==> config.mk <==
export PLATFORM = sky130hd
export DESIGN_NAME = display_scan_ctrl
export DESIGN_NICKNAME = d
export VERILOG_FILES = /design/src/rtl/display_scan_ctrl.sv
export SDC_FILE = /design/constraint.sdc
export NUM_CORES = 1
export LEC_CHECK = 0
export BUFFER_PORTS_ARGS = -buffer_cell sky130_fd_sc_hd__clkbuf_2
export CAP_MARGIN = 20
export CORE_ASPECT_RATIO = 1.2
export CORE_MARGIN = 5
export CORE_UTILIZATION = 40
export DETAILED_ROUTE_END_ITERATION = 10
export HOLD_SLACK_MARGIN = 0.02
export PLACE_DENSITY = 0.66
export SLEW_MARGIN = 10
export SYNTH_ARGS = -nofsm -noshare
export SYNTH_HDL_FRONTEND = slang
export SYNTH_SLANG_ARGS = --single-unit
==> constraint.sdc <==
create_clock -name clk -period 3.2 [get_ports clk]
set_input_delay 0.16 -clock clk [delete_from_list [all_inputs] [get_ports clk]]
set_output_delay 0.16 -clock clk [all_outputs]
set_load 0.01 [all_outputs]
==> src/rtl/display_scan_ctrl.sv <==
// Sample-to-BCD conversion sequencer with a multiplexed three-digit scan
// and leading-zero blanking of the hundreds and tens digits.
module display_scan_ctrl #(
  parameter int CONV_CYCLES = 16,
  parameter int SCAN_DIV    = 50000
) (
  input  logic       clk,
  input  logic       rst,
  input  logic       sample_valid,
  input  logic [7:0] d,
  output logic [7:0] conv_d,
  output logic       conv_go,
  input  logic [3:0] centenas,
  input  logic [3:0] decenas,
  input  logic [3:0] unidades,
  input  logic       C,
  input  logic       D,
  output logic [2:0] an,
  output logic [3:0] seg_bcd,
  output logic       busy
);

  localparam int DW = (SCAN_DIV > 2) ? $clog2(SCAN_DIV) : 1;

  typedef enum logic [1:0] {
    IDLE,
    LOAD,
    CONVERT,
    LATCH
  } state_t;

  state_t state_q, state_d;
  logic [7:0] cnt_q, cnt_d;
  logic [7:0] conv_d_q, conv_d_d;
  logic       pend_q, pend_d;
  logic [7:0] pdat_q, pdat_d;
  logic       latch_en;

  logic [3:0] hun_q, ten_q, uni_q;
  logic       cflag_q, dflag_q;

  logic [DW-1:0] div_q, div_d;
  logic [1:0]    idx_q, idx_d;
  logic          wrap;
  logic [2:0]    an_q, an_d;
  logic [3:0]    seg_q, seg_d;

  always_comb begin
    state_d  = state_q;
    cnt_d    = cnt_q;
    conv_d_d = conv_d_q;
    pend_d   = pend_q;
    pdat_d   = pdat_q;
    latch_en = 1'b0;
    unique case (state_q)
      IDLE: begin
        if (sample_valid || pend_q) begin
          state_d  = LOAD;
          conv_d_d = sample_valid ? d : pdat_q;
          pend_d   = 1'b0;
        end
      end
      LOAD: begin
        state_d = CONVERT;
        cnt_d   = 8'd0;
      end
      CONVERT: begin
        if (cnt_q == 8'(CONV_CYCLES - 1)) state_d = LATCH;
        else cnt_d = cnt_q + 8'd1;
      end
      LATCH: begin
        state_d  = IDLE;
        latch_en = 1'b1;
      end
      default: state_d = IDLE;
    endcase
    // Strobes while busy (LATCH included) keep only the newest sample
    if (sample_valid && state_q != IDLE) begin
      pend_d = 1'b1;
      pdat_d = d;
    end
  end

  assign conv_go = (state_q == CONVERT) || (state_q == LATCH);
  assign busy    = (state_q != IDLE);
  assign conv_d  = conv_d_q;

  always_ff @(posedge clk or posedge rst) begin
    if (rst) begin
      state_q  <= IDLE;
      cnt_q    <= 8'd0;
      conv_d_q <= 8'd0;
      pend_q   <= 1'b0;
      pdat_q   <= 8'd0;
      hun_q    <= 4'd0;
      ten_q    <= 4'd0;
      uni_q    <= 4'd0;
      cflag_q  <= 1'b0;
      dflag_q  <= 1'b0;
    end else begin
      state_q  <= state_d;
      cnt_q    <= cnt_d;
      conv_d_q <= conv_d_d;
      pend_q   <= pend_d;
      pdat_q   <= pdat_d;
      if (latch_en) begin
        hun_q   <= centenas;
        ten_q   <= decenas;
        uni_q   <= unidades;
        cflag_q <= C;
        dflag_q <= D;
      end
    end
  end

  always_comb begin
    wrap  = (div_q == DW'(SCAN_DIV - 1));
    div_d = wrap ? '0 : div_q + 1'b1;
    idx_d = idx_q;
    if (wrap) idx_d = (idx_q == 2'd2) ? 2'd0 : idx_q + 2'd1;
    an_d  = 3'b111;
    seg_d = 4'd0;
    unique case (idx_q)
      2'd0: begin
        an_d  = 3'b110;
        seg_d = uni_q;
      end
      2'd1: begin
        if (cflag_q || dflag_q) begin
          an_d  = 3'b101;
          seg_d = ten_q;
        end
      end
      2'd2: begin
        if (cflag_q) begin
          an_d  = 3'b011;
          seg_d = hun_q;
        end
      end
      default: begin
        an_d  = 3'b111;
        seg_d = 4'd0;
      end
    endcase
  end

  // Registered digit drive: glitch-free, one cycle behind the index
  always_ff @(posedge clk or posedge rst) begin
    if (rst) begin
      div_q <= '0;
      idx_q <= 2'd0;
      an_q  <= 3'b111;
      seg_q <= 4'd0;
    end else begin
      div_q <= div_d;
      idx_q <= idx_d;
      an_q  <= an_d;
      seg_q <= seg_d;
    end
  end

  assign an      = an_q;
  assign seg_bcd = seg_q;

endmodule
After elaboration in Yosys (flattened, before gate mapping)

Cells that the tools add are included.

Register bits after elaboration: 66
Bits of input ports: 25
Output and inout bits: 17
Logic and storage cells: 59

Add/subtract/negate cells: 3
Equality and inequality tests: 10
Mux-type cells: 18
Reductions and logical operators: 14

Operator list:

| cell                                                            | number |
|---|---|
| 16-bit by 1-bit adder with 16-bit output, second input constant | 1 |
| 16-bit == test, second input constant                           | 1 |
| 16-bit 2-to-1 mux                                               | 1 |
| 8-bit 2-to-1 mux                                                | 2 |
| 8-bit one-hot mux with 2 select lines                           | 1 |
| 4-bit one-hot mux with 3 select lines                           | 1 |
| 3-bit one-hot mux with 3 select lines                           | 1 |
| 8-bit by 1-bit adder with 8-bit output, second input constant   | 1 |
| 8-bit by 4-bit == test with 1-bit output, second input constant | 1 |
| 2-bit 2-to-1 mux                                                | 4 |
| 4-bit 2-to-1 mux                                                | 2 |
| 2-bit one-hot mux with 4 select lines                           | 1 |
| 2-bit AND reduction                                             | 4 |
| 2-bit nonzero test                                              | 4 |
| 2-bit == test, second input constant                            | 3 |
| 2-bit inequality test, second input constant                    | 3 |
| 2-bit by 1-bit == test with 1-bit output, second input constant | 2 |
| 2-bit zero test                                                 | 2 |
| 1-bit 2-to-1 mux                                                | 4 |
| 1-bit logical OR                                                | 3 |
| 3-bit 2-to-1 mux                                                | 1 |
| 2-bit by 1-bit adder with 2-bit output, second input constant   | 1 |
| 1-bit logical AND                                               | 1 |

Logic depth before layout (Yosys ltp)

Gate-level depths: netlist (run 1).

Depth in word-level cells: 4
Mapped depth: 6
Mapped depth without buffers: 6

Least setup slack after synthesis (run 1)

OpenSTA, ideal clock, no wires.

Kind: register to register
Start: register div_q[5]
End: register div_q[11]
Library setup time: 0.125 ns
Arrival time: 1.727 ns
Required time: 3.075 ns
Slack: 1.349 ns
Cell stages (with the launch flop): 6
Buffers on the path: 1
Period minus slack after synthesis: 1.851 ns
Path through: dfrtp_1 -> or4b_4 -> nor4_4 -> buf_6 -> nor2_2 -> mux2_2

Word-level cells in the longest chain between the ends: 2
Elaborated cells on any way between the ends: 3
Those cells by class: add/sub: 1; eq/ne: 1; mux: 1

Ends and longest elaborated chain:

| element                                                                           | line     | RTL |
|---|---|---|
| start: declaration                                                                | 42       | `logic [DW-1:0] div_q, div_d;` |
| start signal: assignment                                                          | 155      | `div_q <= div_d;` |
| 16-bit by 1-bit adder with 16-bit output / 16-bit == test (equally long branches) | 118, 117 |  |
| 16-bit 2-to-1 mux (*)                                                             | 118      | `div_d = wrap ? '0 : div_q + 1'b1;` |
| via div_d[11]                                                                     | 42       |  |

The timed path passes the listed nets; every way through them passes the cells marked *.
A chain may end at the register's enable or synchronous reset.

Final worst setup path (run 1)

Start: register div_q[4]
End: register idx_q[0]

Word-level cells in the longest chain between the ends: 1

Ends and longest elaborated chain:

| element                | line | RTL |
|---|---|---|
| 16-bit == test         | 117  | `wrap = (div_q == DW'(SCAN_DIV - 1));` |
| end signal: assignment | 156  | `idx_q <= idx_d;` |
| end: declaration       | 43   | `logic [1:0] idx_q, idx_d;` |

Every way passes these cells.

==> results by group, run 1 <==
Placed design
  • Placed cell areas: 3154 µm²
  • Setup WS pre-CTS: 1.028 ns
  • GP Congestion: 0.7339
  • Port-buffer cells: 41
  • Placed cells: 358
  • DP Wirelength: 3731 µm

Floorplanning
  • Core area: 6895 µm²
  • I/O pin total: 42
  • Initial core utilization: 41.35%
  • Die Footprint: 8924 µm²
  • Chip height: 102.5 µm
  • # rows: 33
  • Chip width: 87.08 µm

Min path
  • WHS Endpoint: hun_q[2]
  • Hold Path Origin: centenas[2]
  • HP Class: in2reg
  • WHS Path Cells: 2

Worst setup path
  • Required @ worst endpoint: 3.42 ns
  • WS Path Type: reg2reg
  • Delay-heaviest family, CP: simple AND/OR/NAND/NOR gates
  • Crit path cell chain: or4b_1, nor4_4, mux2_2
  • Slowest stage delay, CP: 0.60 ns
  • Worst-path maximum fanout: 12
  • Worst Setup Start Kind: flop
  • Reg-to-reg endpoint: idx_q[0]
  • R2R cell count: 3
  • Data arrival time of the critical path: 2.38 ns
  • Reg2reg start: div_q[4]
  • Worst Path Buf+Inv: 0
  • R2r setup slk: 1.04 ns
  • Worst path slowest cell: or4b_1
  • CP endpoint kind: flop

Yosys
  • Synth Register Bits: 66
  • Post-Syn Nets: 265
  • Synth area leaders: dfrtp_1, mux2_2, dfstp_2
  • Register area share after synthesis: 58.05%
  • Yosys top cell area share: 55.29%
  • Ys Warns: 0
  • Avg Inst Size Synth: 12.19 µm²
  • Synth Cell Area: 2851 µm²
  • Synth area leader: dfrtp_1
  • Synth unique cells: 39
  • Gate Count Post-Synth: 234

Cells and area
  • Layout cells sized above 1: 31.94%
  • Post-route cell area: 3386 µm²
  • Final Instance Count excl. Fillers: 375
  • Area grow syn2layout: 18.74%
  • Filler instances: 624
  • Most common cell after layout, fill and taps aside: dfrtp_1
  • Leading cell types in the layout, fill and taps excluded: dfrtp_1, clkbuf_2, mux2_2, o21ai_0
  • # diodes: 0
  • Multi-input logic area: 1110 µm²
  • Register area: 1655 µm²
  • Fin util: 49.10%
  • Final #Nets: 314

Power and ir drop
  • Design Power: 2.767 mW
  • PwrDens: 817.2 nW/µm²
  • Static Leakage: 1.568 nW
  • Worst-case vdd ir drop: 0.3977 mV

GRT
  • Number of global-route vias before repair: 1929
  • First-pass GRT wire length: 9018 µm
  • GR Overflow Total: 0
  • Total track usage: 13.19%
  • Initial antenna violation count: 0
  • Largest net degree at the start of global routing: 38

Route
  • 1st-iter DRT viols: 81
  • Met3 routed WL: 228 µm
  • Top routing layer in use: met4
  • Wire length on met2: 2535 µm
  • Final WL: 5231 µm
  • Met1 Wirelength: 2411 µm
  • DRT antenna net count: 0
  • Post-DR vias/cell: 5.152
  • Post-route DRC: 0
  • Total vias in the final route: 1932
  • Pre-antenna DRT Iters: 5
  • Drt wl/cell: 13.95 µm

Timing
  • FMAX: 0.4637 GHz
  • RSZ-0062 raised after global routing: no
  • Final Hold Viols: 0
  • Max_slew headroom: 47.63%
  • Period utilization: 67.39%
  • Max Slew Vio Count: 0
  • Setup_tns: 0 ns
  • Layout Skew: 0.006253 ns
  • Post-route worst setup slack: 1.044 ns
  • Min Hold Slack: 0.05435 ns
  • Setup violators final: 0
  • Worst slew pin tran: 0.7844 ns
  • Fin crit period: 2.156 ns

Clock tree
  • Clock latency on the worst-skew pair: 0.33 ns
  • Total CTS buffers: 9
  • Clk pin slew, worst setup/hold paths: 0.07 ns
  • Htree depth: 3
  • Setup bufs post-CTS: 0
  • CTS Sinks: 66
  • CTS tree: built
  • Clock Path Buffers: 2
  • Clock Root Buffer: clkbuf_8

Job
  • MaxCap Viol Count: 0

Status
  • Status: completed
state kept, by name (all words and copies together) (netlist names):
| signal | count |
|---|---|
| an | 3 |
| hun_q | 4 |
| idx_q | 2 |
| state_q | 2 |
| pend_q | 1 |
| pdat_q | 8 |
| div_q | 16 |
| cflag_q | 1 |
| dflag_q | 1 |
| uni_q | 4 |
| ten_q | 4 |
| conv_d | 8 |
| seg_bcd | 4 |
| cnt_q | 8 |
where the power goes:
| part | switching, mW | total (mW) | internal, mW |
|---|---|---|---|
| clock network | 0.312 | 0.774 | 0.462 |
| registers | 0.143 | 1.24 | 1.09 |
| logic | 0.379 | 0.756 | 0.377 |
| total | 0.834 | 2.77 | 1.93 |
worst max path at each step:
stage,from,slack [ns],cells past startpoint,to
CTS,div_q[4],1.03,3,idx_q[1]
global placement,div_q[4],1.07,3,idx_q[1]
global route,div_q[4],0.93,3,idx_q[1]
floorplan,div_q[5],1.35,5,div_q[11]
finish,div_q[4],1.04,3,idx_q[0]
detailed placement,div_q[4],1.03,3,idx_q[0]
cell families after synthesis:
family	synth area share [%]
and+or+nand+nor	13.16
AOI/OAI and AO/OA	9.171
buffers and inverters	3.028
adders and majority gates	2.633
muxes	10.27
DFF	58.05
xor gates and xnor gates	3.686
layout make-up:
cell class	instances	area share (%)
Tap cell	87	3.215
Inverter	14	1.552
Sequential cell	66	48.89
Multi-Input combinational cell	147	32.78
Clock inverter	4	2.254
Clock buffer	12	4.287
Timing Repair Buffer	45	7.021
worst reg2reg max path: cells and delay by family (launching register included):
family | cells | cell delay, ns
flip-flops | 1 | 0.45
multiplexers | 1 | 0.41
AND/OR/NAND/NOR | 2 | 1.20
synth_stat cells:
cell and count:
dfrtp_1 63, mux2_2 26, inv_1 14, o21ai_0 14
nand3_1 13, nand2_1 11, nor2_1 9, a22oi_1 8
xnor2_1 7, ha_1 6, nand4_1 6, clkbuf_1 5
nor2b_1 5, xor2_1 5, a222oi_1 4, and3_1 3
and4_1 3, dfstp_2 3, o31ai_1 3, or4_1 3
a21oi_1 2, nand2b_1 2, nand3b_1 2, o211ai_1 2
a21boi_0 1, a31oi_1 1, and3b_1 1, buf_1 1
buf_6 1, nor2_2 1, nor3_1 1, nor4_4 1
o21a_1 1, o21ai_1 1, o22a_1 1, o32ai_1 1
or2_2 1, or4b_1 1, or4b_4 1
routing by layer:
metal / GRT usage [%] / vias up
met5: 0 / -
met4: 5.036 / 0
met3: 4.396 / 4
met1: 16.65 / 952
met2: 21.04 / 32
li1: - / 944
what timing repair did:
action,4_1_cts,5_1_grt
hold buffers,1,0
endpoints found under the hold margin,32,0
gates resized for setup,0,0
Note: power is estimated with default switching activity, not from simulation.
==> run 2: changes to the inputs <==
- PLACE_DENSITY: 0.66 -> 0.69
- clock period: 3.2 -> 1.83 ns (I/O delays scaled with it)
==> run 2 against run 1 <==
Power grew 74%. Clock skew is essentially flat. Fmax grew 23%. Final area grew 9.6%. Wire length grew 8.7%. Via count grew 6.3%. Critical path type unchanged.
==> results by group, run 2 (synthesis gave the netlist of run 1 again) <==
Floorplanning
  • Chip width: 87.08 µm (unchanged)
  • I/O pin total: 42 (unchanged)
  • Die Footprint: 8924 µm² (unchanged)
  • Core area: 6895 µm² (unchanged)
  • Initial core utilization: 41.35% (unchanged)
  • Chip height: 102.5 µm (unchanged)
  • # rows: 33 (unchanged)

Worst setup path
  • Slowest stage delay, CP: 0.55 ns (-0.05 ns)
  • CP endpoint kind: flop
  • Crit path cell chain: or4b_4, nor4_4, buf_4, mux2_4
  • Worst Path Buf+Inv: 1 (+1)
  • Worst-path maximum fanout: 3 (-9)
  • R2R cell count: 4 (+1)
  • Delay-heaviest family, CP: simple AND/OR/NAND/NOR gates
  • Worst Setup Start Kind: flop
  • Critical path depth: 4 (+1)
  • WS Path Type: reg2reg
  • Worst path slowest cell: or4b_4
  • Required @ worst endpoint: 2.05 ns (-1.37 ns)
  • Data arrival time of the critical path: 1.98 ns (-0.40 ns)

Cells and area
  • Fin util: 53.82% (+4.7 points)
  • Final #Nets: 350 (+11%)
  • Largest register FFs: 16 (unchanged)
  • Most common cell after layout, fill and taps aside: dfrtp_1
  • Layout cells sized above 1: 33.64% (+1.7 points)
  • Largest register by flop count: div_q
  • Filler instances: 587 (-5.9%)
  • Final Instance Count excl. Fillers: 411 (+9.6%)
  • Multi-input logic area: 1130 µm² (+1.8%)
  • # diodes: 0 (unchanged)
  • Register area: 1655 µm² (unchanged)
  • Leading cell types in the layout, fill and taps excluded: dfrtp_1, clkbuf_2, mux2_2, dlygate4sd3_1, buf_4
  • Area grow syn2layout: 30.14%

Timing
  • Max Slew Vio Count: 0 (unchanged)
  • Setup violators final: 0 (unchanged)
  • Fin crit period: 1.758 ns (-0.3980 ns)
  • Period utilization: 96.09% (+29 points)
  • Worst slew pin tran: 0.5575 ns (-0.2270 ns)
  • Final Hold Viols: 0 (unchanged)
  • Layout Skew: 0.006107 ns (-0.0001460 ns)
  • FMAX: 0.5687 GHz (+23%)
  • Post-route worst setup slack: 0.07164 ns (-0.9720 ns)
  • Max_slew headroom: 62.59% (+15 points)
  • Setup_tns: 0 ns (unchanged)

Clock tree
  • Clock Path Buffers: 2 (unchanged)
  • Clk pin slew, worst setup/hold paths: 0.07 ns (about the same)
  • Htree depth: 3 (unchanged)
  • Clock latency on the worst-skew pair: 0.34 ns (about the same)
  • CTS Sinks: 66 (unchanged)
  • Clock Root Buffer: clkbuf_8
  • Total CTS buffers: 9 (unchanged)
  • CTS tree: built

Power and ir drop
  • Sw frac: 30.79% (+0.67 points)
  • Switching power total: 1.479 mW (+77%)
  • Worst-case vdd ir drop: 0.6197 mV (+56%)
  • Comb pwr share: 30.1% (+2.8 points)
  • Design Power: 4.801 mW (+74%)
  • PwrDens: 1294 nW/µm² (+58%)
  • Sequential share of power: 45.1% (+0.4 points)
  • Static Leakage: 1.728 nW (+10%)
  • Int Pwr: 3.323 mW (+72%)
  • Clock power frac: 24.8% (-3.2 points)

GRT
  • Initial antenna violation count: 0 (unchanged)
  • First-pass GRT wire length: 9701 µm (+7.6%)
  • Total track usage: 14.20% (+1.0 points)
  • GR Overflow Total: 0 (unchanged)
  • Number of global-route vias before repair: 2092 (+8.4%)
  • Largest net degree at the start of global routing: 67 (+76%)

Placed design
  • DP Wirelength: 3708 µm (-0.61%)
  • Placed cells: 370 (+3.4%)
  • GP Congestion: 0.7601 (+3.6%)
  • Setup WS pre-CTS: 0.003623 ns (-1.024 ns)
  • Port-buffer cells: 41 (unchanged)

Route
  • DRT antenna net count: 0 (unchanged)
  • Post-DR vias/cell: 4.998 (-3.0%)
  • 1st-iter DRT viols: 101 (+25%)
  • Drt wl/cell: 13.83 µm (-0.84%)
  • Total vias in the final route: 2054 (+6.3%)
  • Pre-antenna DRT Iters: 5 (unchanged)
  • Post-route DRC: 0 (unchanged)
  • Final WL: 5685 µm (+8.7%)

Job
  • MaxCap Viol Count: 0 (unchanged)

Min path
  • HP Class: in2reg
  • WHS Path Cells: 3 (+1)

Status
  • Status: completed
[run 2: cell types whose count changed in the layout (fill, tap and decap cells not counted), moves of 2 or more]
cell and delta:
buf_4 +13, mux2_4 +2, clkinv_2 +2, dlygate4sd3_1 +22
mux2_2 -2, ha_1 -2, ha_2 +2
[run 2: area by class of cell]
type	instances	share of cell area (%)
Sequential cell	66	44.61
Multi-Input combinational cell	147	30.44
Timing Repair Buffer	81	15.51
Clock buffer	13	4.012
Tap cell	87	2.933
Inverter	14	1.416
Clock inverter	3	1.079
[run 2: routing by layer]
metal	track usage, %	share of wire (%)	vias up
met4	9.712	3.1	0
met3	2.878	4.8	17
met2	23.26	50	59
met5	0	0	-
met1	16.72	42	967
li1	-	-	1011
[run 2: worst paths after layout]
check                        startpoint   endpoint  slack [ns]
max in group asynchronous           rst      an[0]        1.16
min in group asynchronous           rst  conv_d[5]        0.35
min                        sample_valid     pend_q        0.21
max reg2reg                    div_q[5]   idx_q[1]        0.07
min reg2reg                   conv_d[4]  conv_d[4]        0.48
max                            div_q[5]   idx_q[1]        0.07
[run 2: repair_timing]
item,in CTS,in global routing
hold buffers,23,0
hold endpoints to repair,85,0
resized for setup,1,6
endpoints found under the setup margin,1,6
cloned,0,0
pin swaps,0,2
buffers inserted,0,2
[run 2: through the flow]
stage          area (µm²)  hold slack, ns
2_1_floorplan        2855          0.2432
3_3_place_gp         3261          0.1742
3_5_place_dp         3261          0.1817
4_1_cts              3680          0.1590
5_1_grt              3711          0.2409
6_report             3711          0.2054
[run 2: power by group through the flow]
| stage | sequential (mW) | combinational, mW | clock (mW) |
|---|---|---|---|
| 2_1_floorplan | 2.20 | 0.906 | 0 |
| 3_3_place_gp | 2.17 | 1.35 | 0 |
| 3_5_place_dp | 2.19 | 1.39 | 0 |
| 4_1_cts | 2.17 | 1.44 | 1.22 |
| 5_1_grt | 2.23 | 1.62 | 1.30 |
| 6_report | 2.17 | 1.44 | 1.19 |
[run 2: tightest hold or removal path: cells and delay by family]
kind	cells	cell delay, ns
simple gates	2	0.19
buf+inv	1	0.22
